## config.mk

```make
export PLATFORM = sky130hd
export DESIGN_NAME = bram_fifo
export DESIGN_NICKNAME = d
export VERILOG_FILES = /design/src/rtl/bram_fifo.sv
export SDC_FILE = /design/constraint.sdc
export NUM_CORES = 2
export LEC_CHECK = 0
export CAP_MARGIN = 20
export CORE_UTILIZATION = 45
export CTS_CLUSTER_SIZE = 30
export DETAILED_ROUTE_END_ITERATION = 16
export DONT_BUFFER_PORTS = 1
export PLACE_DENSITY_LB_ADDON = 0.12
export SETUP_SLACK_MARGIN = 0.4
export SYNTH_ARGS = -nofsm -noshare
export SYNTH_HDL_FRONTEND = slang
export SYNTH_HIERARCHICAL = 1
export SYNTH_SLANG_ARGS = --single-unit
```

## constraint.sdc

```tcl
create_clock -name clk_i -period 8.53 [get_ports clk_i]
set_input_delay 1.2795 -clock clk_i [delete_from_list [all_inputs] [get_ports clk_i]]
set_output_delay 1.2795 -clock clk_i [all_outputs]
set_load 0.1 [all_outputs]
```

## src/rtl/bram_fifo.sv

```systemverilog
// First-word-fall-through FIFO on a 1-cycle-latency dual-port RAM.
// A 3-state output stage (EMPTY/PEND/VALID) hides the RAM latency behind a registered head word.

module bram_dual_re #(
  parameter int memSize_p = 6,
  parameter int XLEN      = 32
) (
  input  logic                 clk_i,
  input  logic                 write_i,
  input  logic [memSize_p-1:0] waddr_i,
  input  logic [XLEN-1:0]      wdata_i,
  input  logic                 read_i,
  input  logic [memSize_p-1:0] raddr_i,
  output logic [XLEN-1:0]      data_o
);
  logic [XLEN-1:0] mem [2**memSize_p];
  logic [XLEN-1:0] data_q;
  logic [XLEN-1:0] data_d;

  // Same-address read returns the word being written this edge.
  always_comb begin
    data_d = data_q;
    if (read_i) begin
      if (write_i && (waddr_i == raddr_i)) data_d = wdata_i;
      else                                 data_d = mem[raddr_i];
    end
  end

  always_ff @(posedge clk_i) begin
    if (write_i) mem[waddr_i] <= wdata_i;
    data_q <= data_d;
  end

  assign data_o = data_q;
endmodule

module bram_fifo #(
  parameter int memSize_p = 6,
  parameter int XLEN      = 32
) (
  input  logic                 clk_i,
  input  logic                 reset_i,
  input  logic                 wr_valid_i,
  output logic                 wr_ready_o,
  input  logic [XLEN-1:0]      wr_data_i,
  output logic                 rd_valid_o,
  input  logic                 rd_ready_i,
  output logic [XLEN-1:0]      rd_data_o,
  output logic [memSize_p:0]   count_o,
  output logic                 full_o,
  output logic                 empty_o
);
  localparam logic [memSize_p:0] FULL_CNT = (memSize_p+1)'(2**memSize_p);

  typedef enum logic [1:0] {ST_EMPTY, ST_PEND, ST_VALID} state_e;

  state_e                 state_q, state_d;
  logic [memSize_p-1:0]   wptr_q, wptr_d;
  logic [memSize_p-1:0]   rptr_q, rptr_d;
  logic [memSize_p:0]     count_q, count_d;
  logic [XLEN-1:0]        rd_data_q, rd_data_d;

  logic                   push;
  logic                   pop;
  logic                   rd_issue;
  logic [memSize_p:0]     unread;
  logic [XLEN-1:0]        ram_data;

  assign full_o     = (count_q == FULL_CNT);
  assign empty_o    = (count_q == '0);
  assign wr_ready_o = !full_o && !reset_i;
  assign push       = wr_valid_i && wr_ready_o;
  assign pop        = rd_valid_o && rd_ready_i;
  assign count_o    = count_q;
  assign rd_data_o  = rd_data_q;

  // Words still in RAM = total minus the one held by PEND or VALID.
  assign unread = count_q - {{memSize_p{1'b0}}, (state_q != ST_EMPTY)};

  bram_dual_re #(
    .memSize_p (memSize_p),
    .XLEN      (XLEN)
  ) u_ram (
    .clk_i   (clk_i),
    .write_i (push),
    .waddr_i (wptr_q),
    .wdata_i (wr_data_i),
    .read_i  (rd_issue),
    .raddr_i (rptr_q),
    .data_o  (ram_data)
  );

  always_ff @(posedge clk_i) begin
    if (reset_i) state_q <= ST_EMPTY;
    else         state_q <= state_d;
  end

  always_comb begin
    state_d = state_q;
    case (state_q)
      ST_EMPTY: if (rd_issue) state_d = ST_PEND;
      ST_PEND:  state_d = ST_VALID;
      ST_VALID: begin
        if (pop) state_d = rd_issue ? ST_PEND : ST_EMPTY;
      end
      default:  state_d = ST_EMPTY;
    endcase
  end

  always_comb begin
    rd_valid_o = (state_q == ST_VALID);
    rd_issue   = ((unread != '0) || push) &&
                 ((state_q == ST_EMPTY) || ((state_q == ST_VALID) && rd_ready_i));
  end

  always_comb begin
    wptr_d    = wptr_q;
    rptr_d    = rptr_q;
    count_d   = count_q;
    rd_data_d = rd_data_q;
    if (push)     wptr_d = wptr_q + 1'b1;
    if (rd_issue) rptr_d = rptr_q + 1'b1;
    if (push && !pop)      count_d = count_q + 1'b1;
    else if (pop && !push) count_d = count_q - 1'b1;
    if (state_q == ST_PEND) rd_data_d = ram_data;
  end

  always_ff @(posedge clk_i) begin
    if (reset_i) begin
      wptr_q    <= '0;
      rptr_q    <= '0;
      count_q   <= '0;
      rd_data_q <= '0;
    end else begin
      wptr_q    <= wptr_d;
      rptr_q    <= rptr_d;
      count_q   <= count_d;
      rd_data_q <= rd_data_d;
    end
  end
endmodule

```

* Word-level counts from Yosys, hierarchy flattened
Memories as Yosys holds them, arrays and structs flattened. A register that Yosys moved wholly into a read port is not among the register bits. Index checks and enable logic that the tools add are counted.
Storage, ports and cells: memories 1, bits of input ports 36, RAM bits 2048, flip-flop bits (word level) 53, output and inout port bits 43, word-level logic and storage cells 42
Cells by class: reductions and logical operators 18, mux-type cells 8, add/sub/neg operators 5, equality and inequality tests 5
Memory list:
- u_ram.mem | depth 64, bits a word 32, rd ports 1, clocked after memory_dff 1, write ports 1, RTL line 16 | logic [XLEN-1:0] mem [2**memSize_p];
Operators with widths (count):
- $mux 7 | 2
- $add 6x1->6 const B | 2
- $add 7x1->7 const B | 1
- $eq 7x7->1 const B | 1
- $logic_not 7->1 | 1
- $reduce_bool 7->1 | 1
- $sub 7x1->7 | 1
- $sub 7x1->7 const B | 1
- $logic_and 1x1->1 | 6
- $pmux 2 s3 | 1
- $logic_not 1->1 | 4
- $mux 2 | 2
- $reduce_bool 2->1 | 2
- $mux 1 | 3
- $eq 2x1->1 const B | 1
- $eq 2x2->1 const B | 1
- $logic_not 2->1 | 1
- $logic_or 1x1->1 | 2
- $ne 2x1->1 const B | 1
- $ne 2x2->1 const B | 1
- $reduce_and 2->1 | 1

* Logic depth before layout (Yosys ltp)
word-level depth 9, depth in mapped cells 12, mapped depth without buffers 10

* By module
The synthesis kept the hierarchy.
By module, submodules not included:
- bram_dual_re | area each 80302.0 sq um, cells an instance 4163, sequential area each 62459.9 sq um, times used 1
- bram_fifo | area each 2421.1 sq um, cells an instance 295, sequential area each 1061.0 sq um, times used 1

* Worst setup path after synthesis
Ideal clock, no wire load.
path kind input -> register, start in reset_i, end mem u_ram.mem[48][0] (enable), required time 8.069 ns, data arrival time 4.723 ns, buffers on the path 1, path slack 3.346 ns, library setup time 0.461 ns, stages on the path 7, cells stage by stage clkbuf_1 > nor2b_1 > o21ai_4 > inv_1 > nand3_1 > or3_1 > nor3_1
On the way: word-level cells in the longest chain between the ends 5
Ends and longest elaborated chain:
- start, declared | RTL line 42 | input logic reset_i,
- $logic_not 1->1 | RTL line 71 | assign wr_ready_o = !full_o && !reset_i;
- $logic_and 1x1->1 | RTL line 71
- $logic_and 1x1->1 | RTL line 72 | assign push = wr_valid_i && wr_ready_o;
- via push | RTL line 63 | logic push;
- $mux 1 | RTL line 30 | if (write_i) mem[waddr_i] <= wdata_i;
- $mux 1 (implied by the code) | RTL line 30
- end, declared | RTL line 16
The timed path passes the listed nets, and every way through them passes these cells.

* Worst setup path in the final report
start reg count_q[6] (netlist: count_o[6]), end out wr_ready_o
On the way: word-level cells in the longest chain between the ends 3
Ends and longest elaborated chain:
- start, declared | RTL line 60 | logic [memSize_p:0] count_q, count_d;
- start signal, assigned | RTL line 137 | count_q <= count_d;
- $eq 7x7->1 | RTL line 69 | assign full_o = (count_q == FULL_CNT);
- via full_o | RTL line 50 | output logic full_o,
- $logic_not 1->1 | RTL line 71
- $logic_and 1x1->1 | RTL line 71
- end, declared | RTL line 44 | output logic wr_ready_o,
The timed path passes the listed nets, and every way through them passes these cells.

==> run metrics <==
RSZ-0062 raised after global routing=false; Hold Crit Endpoint=count_o[2]; TritonCTS buffer count=217; die area=0.1855 mm^2; Post-Syn Instances=between 4000 and 5000; Seq/Total Area, Yosys=76.79%; critical path class=flip-flop to output port; Final HPWL DP=117400 um; critical path required time=7.25 ns; setup tns final=0 ns; Seq cells post-synth=2133; routed vias=42180; Int Pwr=17830 uW; vias in the first global route=41200; total power=24690 uW; hold path startpoint=reset_i; Routed WL=221000 um; Detailed Routing Iterations Pass 1=7; # port buffers=0; Final min period=5.103 ns; crit-path most repeated cell=nor2_2; Core Area=between 0.15 and 0.2 mm^2; nets=around 4600; synth top area cells=edfxtp_1, mux2i_1, mux4_2; CTS tree=built; number of H-tree levels=4; PD cells=265.7 mW/mm^2; first-pass GRT wire length=310900 um; post-CTS setup buffer count=0; YS warnings=6; Setup-failing EPs final=0; Synth Cell Area=just over 0.08 mm^2; global placement routability congestion=0.8563; Synth Net Count=4504; CP peak stage delay=approximately 1.0 ns; Starting Density=45.52%; DR iter-0 viols=about 4800; Slew Limit Fails=0; post-synth top area cell=edfxtp_1; Max VDD drop=between 0.15 and 0.2 mV; area share of the largest cell type after synthesis=75.50%; Critical Path Stages=3; Avg Synthesized Cell Area=18.56 um^2; Reg2Reg Depth=7; Die H=between 400 and 500 um; DRT antenna net count=0; largest net degree at the start of global routing=132; cts hold-fix bufs=0; CP endpoint kind=output port; max cap viols=0; sequential share of power=between 50 and 60%; Tcrit/Tclk final=between 50 and 60%; Worst Max-Slew Pin Slew=1.173 ns; top_reg_cell synth=edfxtp_1; number of fill cells in the layout=14570; Max Clk Rate=around 200 MHz; WL/cell=30.92 um; GRT Total Usage=23.73%; worst min path class=input port to flip-flop; critical-path cell list=or3b_2, nor2_2, nor2_2; Comb pwr share=13.8%; run status=finished clean; CTS root buffer=clkbuf_16; Worst-path clk slew=approximately 0.060 ns; worst-path maximum fanout=6; share of layout cells above drive strength 1=13.26%; critical path's top delay family=simple AND/OR/NAND/NOR gates; most instantiated library cell after synthesis=edfxtp_1; Hold Violations, Final=0; worst path bufs/invs=0; Worst slew margin=between 20% and 30%; initial antenna violation count=20; post-cts resize count=0; vias per cell=roughly 5.9; Switching Power=6857 uW; WHS Path Cells=1; FF-to-FF End=u_ram/mem[27][26]; asr flop ratio synth=0%; P_leak=0.02732 uW; Clock Tree Buf Depth=3; TritonCTS Sinks=2133; Yosys cell types=59; FF-to-FF setup slack=4.26 ns; DRC=0; Clk Latency, worst-skew pair=between 0.8 and 0.9 ns; Sw Ratio=27.78%; # rows=156; Slowest cell on crit path=dfxtp_1; Commonest cells post-synth=edfxtp_1, mux2i_1, a22oi_1; IO Count=79; Post-synth EDFFs=about 2100; area grow syn2layout=12.33%; skew final=0.04352 ns; Clk pwr share=a little over a third; WP data arrival=between 3 and 4 ns; Startpoint Class=flip-flop; Die W=430.8 um; reg2reg start=count_o[0]; gr ovfl total=0
==> metal layers <==
layer	global-route usage [%]	part of all wire (%)
met1	33.51	42
met2	37.05	47
met3	4.537	7.7
met4	7.946	3.3
met5	0	0.0050
==> kinds of logic after synthesis <==
group	Yosys count	share of synthesized area (%)
compound gates	566	4.878
buf+inv	277	1.490
flops	2133	76.79
xor+xnor	14	0.1482
simple gates	498	2.830
mux	960	13.71
fa+ha+maj	10	0.1603
==> registers in the layout, indices dropped and copies added, names as in the netlist <==
name          count
rptr_q            6
u_ram/mem      2048
rd_data_o        32
wptr_q            6
count_o           7
state_q           2
u_ram/data_o     32
==> worst max path at each step <==
stage	startpoint	end	slack, ns
floorplan	reset_i	u_ram/mem[48][0]	3.35
global placement	wr_valid_i	u_ram/mem[27][21]	3.85
detailed placement	wr_valid_i	u_ram/mem[27][4]	3.83
CTS	count_o[6]	wr_ready_o	3.36
global route	count_o[6]	wr_ready_o	3.34
finish	count_o[6]	wr_ready_o	3.43
==> final cells by class <==
class                   count  area (um^2)  area share (%)
clock inverters           118        900.9          0.9695
flip-flops and latches   2133        63530           68.37
inverters                   9        33.78         0.03636
multi-input cells        2048        18520           19.93
clock buffers             276         5694           6.128
diodes                      4        10.01         0.01077
repair buffers            108         1164           1.252
well taps                2449         3064           3.298
==> worst register-to-register path, cell delays in order, from the launching register on <==
cell and delay [ns]:
dfxtp_1 1.06, or4_4 0.34, o21ai_4 0.11, inv_1 0.34, nor2b_1 0.29, nand3_1 0.76, nor2_4 0.80, buf_16 0.25
==> metrics by stage <==
step	instances	setup WS [ns]	hold WS (ns)	util [%]	instance area (um^2)
floorplan	4458	3.346	0.4713	-	82720
global placement	6733	3.853	0.5628	47.32	86000
detailed placement	6735	3.833	0.5651	47.35	86050
CTS	7129	3.362	0.4215	50.98	92650
global route	7142	3.340	0.4537	51.13	92910
finish	7145	3.427	0.5036	51.13	92920
==> layout by cell type, fill, tap and decap left out, types with 4 or more instances in the layout <==
master     Yosys  layout
edfxtp_1    2080    2080
mux2i_1      817     817
a22oi_1      404     404
clkbuf_16      0     219
nand2_1      175     175
mux4_2       136     136
nand3_1      135     135
a21oi_1      104     104
buf_4          2      83
nor2_4         0      65
clkbuf_1     128      57
clkinv_1       0      54
dfxtp_1       53      50
clkinv_2       0      37
nand4_1       34      34
a32oi_1       30      30
nor2_1        88      22
buf_12         0      18
nor2b_1       19      12
inv_1          9       9
nand2b_1      10       9
ha_1           9       9
bufinv_16      0       9
xnor2_1        7       7
xor2_1         7       7
o21ai_0        6       6
buf_16         0       6
or3b_2         5       5
diode_2        0       4
nand3b_1       4       4
a211oi_1       4       4
mux2_1         4       4
inv_16         0       4
inv_6          0       4
nor2b_4        0       4
==> power by group through the flow <==
stage	clock, uW	combinational [uW]	sequential (uW)
3_3_place_gp	0	3360	12600
5_1_grt	9460	3580	12400
2_1_floorplan	0	2100	12500
4_1_cts	9070	3380	12400
3_5_place_dp	0	3380	12600
6_report	8900	3400	12400
No activity file was read; power rests on OpenSTA's default activity.
